File: src/rtl/mips_muldiv.sv
// mips_muldiv: multi-cycle MIPS multiply/divide unit owning the HI/LO registers
module mips_muldiv (
  input  logic        clk,
  input  logic        reset,
  input  logic        start,
  input  logic [5:0]  fncode,
  input  logic [31:0] a,
  input  logic [31:0] b,
  output logic        busy,
  output logic [31:0] hi,
  output logic [31:0] lo
);
  typedef enum logic [1:0] {IDLE, RUN, DONE} state_t;
  state_t state, state_n;
  logic [4:0] cnt;
  logic [31:0] up, lw, ob, abs_a, abs_b;
  logic is_div, neg_q, neg_r, go, is_md, sgn;
  logic [32:0] sum, rem, diff;
  logic [63:0] prod;
  assign go = start && state == IDLE;
  assign is_md = fncode[5:2] == 4'b0110;
  assign sgn = !fncode[0];
  assign busy = state != IDLE;
  assign abs_a = sgn && a[31] ? -a : a;
  assign abs_b = sgn && b[31] ? -b : b;
  assign sum = {1'b0, up} + (lw[0] ? {1'b0, ob} : 33'd0);
  assign rem = {up, lw[31]};
  assign diff = rem - {1'b0, ob};
  assign prod = {up, lw};
  // state register
  always_ff @(posedge clk)
    if (reset) state <= IDLE;
    else state <= state_n;
  // next state: 32 RUN steps then one DONE cycle for the sign fixup and write-back
  always_comb begin
    state_n = state;
    state_n = state == IDLE ? (go && is_md ? RUN : IDLE) :
              state == RUN  ? (cnt == 5'd31 ? DONE : RUN) : IDLE;
  end
  // datapath: magnitudes iterate in {up,lw}; signs are restored only at DONE
  always_ff @(posedge clk)
    if (reset) begin
      cnt <= '0;
      hi <= '0;
      lo <= '0;
      up <= '0;
      lw <= '0;
      ob <= '0;
      is_div <= 1'b0;
      neg_q <= 1'b0;
      neg_r <= 1'b0;
    end else if (state == IDLE) begin
      if (go && fncode == 6'h11) hi <= a;
      if (go && fncode == 6'h13) lo <= a;
      if (go && is_md) begin
        cnt <= '0;
        up <= '0;
        is_div <= fncode[1];
        lw <= fncode[1] ? abs_a : abs_b;
        ob <= fncode[1] ? abs_b : abs_a;
        neg_q <= sgn && (a[31] ^ b[31]) && b != 32'd0;
        neg_r <= sgn && a[31];
      end
    end else if (state == RUN) begin
      cnt <= cnt + 5'd1;
      up <= is_div ? (diff[32] ? rem[31:0] : diff[31:0]) : sum[32:1];
      lw <= is_div ? {lw[30:0], !diff[32]} : {sum[0], lw[31:1]};
    end else if (is_div) begin
      lo <= neg_q ? -lw : lw;
      hi <= neg_r ? -up : up;
    end else
      {hi, lo} <= neg_q ? -prod : prod;
endmodule

File: config.mk
export PLATFORM = sky130hd
export DESIGN_NAME = mips_muldiv
export DESIGN_NICKNAME = d
export VERILOG_FILES = /design/src/rtl/mips_muldiv.sv
export SDC_FILE = /design/constraint.sdc
export NUM_CORES = 1
export LEC_CHECK = 0
export BUFFER_PORTS_ARGS = -buffer_cell sky130_fd_sc_hd__buf_2
export CAP_MARGIN = 20
export CORE_MARGIN = 4
export CORE_UTILIZATION = 35
export DETAILED_ROUTE_END_ITERATION = 16
export HOLD_SLACK_MARGIN = 0.1
export MAX_ROUTING_LAYER = met4
export RECOVER_POWER = 25
export SLEW_MARGIN = 20
export SYNTH_ARGS = -nofsm -noshare
export SYNTH_HDL_FRONTEND = slang
export SYNTH_SLANG_ARGS = --single-unit
File: constraint.sdc
create_clock -name clk -period 4 [get_ports clk]
set_input_delay 0.2 -clock clk [delete_from_list [all_inputs] [get_ports clk]]
set_output_delay 0.2 -clock clk [all_outputs]
set_load 0.01 [all_outputs]
==> results_dict.tcl <==
set metrics [dict create \
    yosys.area_share.simple_pct 21.14 \
    hold_start "b[0]" \
    cts-resized-gates 0 \
    numCtsBuffers 17 \
    place.detailed.instances 2580 \
    route.antenna.remaining_nets 0 \
    max-cap-violations 0 \
    mostFrequentLayoutCells "243 x nor2_1, 221 x a21oi_1, 180 x nand2_1, 169 x dfxtp_1, 137 x o21ai_0" \
    fin_cells 2615 \
    die_height_um 211.1 \
    power_density_nw_per_um2 291.0 \
    initial_core_util_pct 35.35 \
    post_synth_inst_count 1991 \
    place.gp.congestion 0.9694 \
    synthMuxAreaShare_pct 4.325 \
    synthesis.area_sq_um 14440 \
    yosysWarnings 0 \
    hold-path-cell-count 3 \
    layout.cell_area.non_filler_sq_um 16320 \
    grt_setup_unrepaired "no" \
    synth.lib_cells_used.distinct 79 \
    timing.critical_path.arrival_ps 4130 \
    globalRouteTotalUtil_pct 25.72 \
    num_vias 15670 \
    fin_worst_hold_slack_ps 146.0 \
    most_common_library_cell_in_the_layout_ignoring_fill_and_taps "nor2_1" \
    avgRoutedWirePerCell_um 22.30 \
    ctsLongestPathBuffers 2 \
    yosys.area.top_type_share_pct 23.58 \
    regToRegStartpoint "lw[0]$_SDFFE_PP0P_" \
    cts_sinks 170 \
    ir_worst_vdd_mv 0.2908 \
    grt_pass1_vias 14360 \
    setup_tns_ps 0 \
    syn_area_per_cell_sq_um 7.250 \
    synth_compound_gate_area_share_pct 28.56 \
    grt_max_degree 86 \
    tritoncts "yes" \
    hp-class "in -> reg" \
    post_synth_fa_ha_maj_area_fraction_pct 6.345 \
    postSynthNetCount 2136 \
    post-route-min-period_ps 3813 \
    area_growth_pct 13.05 \
    r2r_path_end "up[31]$_SDFFE_PP0P_" \
    synth_largest_area_cell "dfxtp_1" \
    first_pass_iters 6 \
    core-area_sq_um 40830 \
    drive_above_1_share_pct 9.654 \
    critPathCaptureType "flip-flop" \
    grt_antenna_before_repair 1 \
    finalHoldViolCount 0 \
    hold_path_end "ob[0]$_SDFFE_PP0P_" \
    dominant_register_cell_in_the_synthesized_netlist "dfxtp_1" \
    fmax_ghz 0.2622 \
    cts-htree-levels 4 \
    rows 74 \
    fin_crit_sh_pct 95.33 \
    cp_data_required_time_ps 4320 \
    cts.root.buffer_cell "clkbuf_16" \
    xor_xnor_share_of_the_synthesized_area_pct 10.44 \
    power.leakage_uw 0.006138 \
    place.detailed.hpwl_um 45350 \
    clk_pin_slew_ps 70 \
    run_status "completed" \
    criticalPathCategory "reg -> reg" \
    placement.io_buffers 137 \
    fp.dieW_um 211.1 \
    clock-skew-final_ps 26.43 \
    dr.first_iter.drc_count 1701 \
    final-max-slew-violation-count 0 \
    via_per_inst 5.993 \
    number_of_drc_violations_after_detailed_routing 0 \
    ff2ff_setup_slack_ps 190 \
    setup_viol 0 \
    worst_setup_path_start_kind "flip-flop" \
    ys_async_sr_fraction_pct 0 \
    postRouteWirelength_um 58300 \
    die_area_sq_um 44560 \
    slew_hr_pct 44.42 \
    clock_insertion_delay_worst_skew_ps 460 \
    nNetsFinal 2214 \
    synth_enable_flop_cells 0 \
    wire_length_of_the_first_global_routing_pass_um 87240 \
    register_bit_total_from_synthesis 170 \
    synth_seq_area_share_pct 23.58 \
    synth.top_cells.by_area "dfxtp_1 24%, a21oi_1 7.7%, nor2_1 6.3%, ha_1 6.1%, xor2_1 5.5%" \
    global_route.overflow_total 0 \
    io_pins 138 \
    r2r_cell_count 13 \
    post_dp_cell_area_sq_um 15700 \
    worstMarginPinSlew_ps 833.7 \
    worstPathMaxFanout 16 \
    main_combinational_cell_family_by_area_after_synthesis "compound AO/OA/AOI/OAI gates" \
]
[synth_stat cells, types with 8 or more instances]
library cell / instances
or3_1: 16
inv_1: 71
o21a_1: 9
a211oi_1: 64
o221ai_1: 8
a22oi_1: 14
mux2i_1: 59
nand3_1: 23
dfxtp_1: 170
nand2b_1: 24
and2_1: 9
nor2b_1: 22
nor2_1: 244
a31oi_1: 24
o21bai_1: 9
o22ai_1: 10
a221oi_1: 13
nor3_1: 35
o41ai_1: 14
clkbuf_1: 111
nor4_1: 18
o21ai_0: 137
a21oi_1: 223
a311oi_1: 9
nand4_1: 15
o31ai_1: 24
a21o_1: 20
nand2_1: 180
buf_1: 8
a211o_1: 10
xor2_1: 90
buf_2: 9
o211ai_1: 33
xnor2_1: 82
ha_1: 70
and3_1: 10
or4_1: 15
[power by group]
part / internal [uW] / switching [uW]
clock: 1140 / 800
combinational: 382 / 674
sequential: 1710 / 37.2
total: 3240 / 1510
[metal layers]
| metal | GRT usage (%) | up-vias | share of wire [%] | wire length [um] |
|---|---|---|---|---|
| met5 | - | - | 0 | 0 |
| met2 | 38.76 | 809 | 44 | 25540 |
| li1 | - | 7348 | - | - |
| met3 | 4.248 | 83 | 9.2 | 5339 |
| met1 | 36.16 | 7432 | 45 | 26000 |
| met4 | 6.103 | 0 | 2.4 | 1417 |
[worst max path at each step]
stage,from,end,slack [ps],cells past startpoint
after floorplan,lw[0]$_SDFFE_PP0P_,up[31]$_SDFFE_PP0P_,690,14
after global placement,lw[0]$_SDFFE_PP0P_,up[31]$_SDFFE_PP0P_,500,13
after detailed placement,lw[0]$_SDFFE_PP0P_,up[31]$_SDFFE_PP0P_,380,13
after CTS,lw[0]$_SDFFE_PP0P_,up[31]$_SDFFE_PP0P_,380,13
after global routing,lw[0]$_SDFFE_PP0P_,up[31]$_SDFFE_PP0P_,80,13
final,lw[0]$_SDFFE_PP0P_,up[31]$_SDFFE_PP0P_,190,13
[what timing repair did]
| action | CTS | global route |
|---|---|---|
| endpoints found under the setup margin | 0 | 0 |
| buffers inserted | 0 | 0 |
| endpoints found under the hold margin | 1 | 0 |
| hold buffers | 1 | 0 |
[critical path: stages, from the launching register on]
cell and delay (ps):
dfxtp_1 310, inv_1 460, nor2_1 90, ha_1 370
a21o_1 210, a211o_1 220, o21ai_0 340, o31a_1 290
o21ai_1 160, o41ai_1 370, buf_4 200, o21ai_0 60
a2111oi_0 470, nor4_1 110
[metrics by stage]
stage,util (%),worst slack (ps),total power (uW)
CTS,40.12,377.1,4734
detailed placement,38.45,380.8,2814
finish,39.96,186.7,4749
global route,39.96,82.37,4894
floorplan,-,685.6,2462
global placement,38.45,499.9,2812
[logic make-up (layout without fill, tap and decap cells)]
logic type | after synthesis | count (layout)
buffers and inverters | 206 | 297
AOI/OAI and AO/OA | 659 | 659
and+or+nand+nor | 650 | 650
adders and majority gates | 72 | 72
muxes | 62 | 62
other | 0 | 1
xor gates and xnor gates | 172 | 172
DFF | 170 | 170
[cell type report]
| cell class | count | area, sq um |
|---|---|---|
| tap | 532 | 665.6 |
| clock inverter | 14 | 230.2 |
| sequential | 170 | 3405 |
| multi-input combinational | 1615 | 10260 |
| fill | 4264 | 24510 |
| inverter | 73 | 274.0 |
| timing repair buffer | 192 | 1044 |
| antenna | 1 | 2.502 |
| clock buffer | 18 | 439.2 |
[state kept, by name, indices dropped and copies added (netlist names)]
signal / count
lw: 32
neg_q: 1
state: 2
ob: 32
lo: 32
is_div: 1
neg_r: 1
up: 32
hi: 32
cnt: 5
Power figures use the tool's default switching activity.
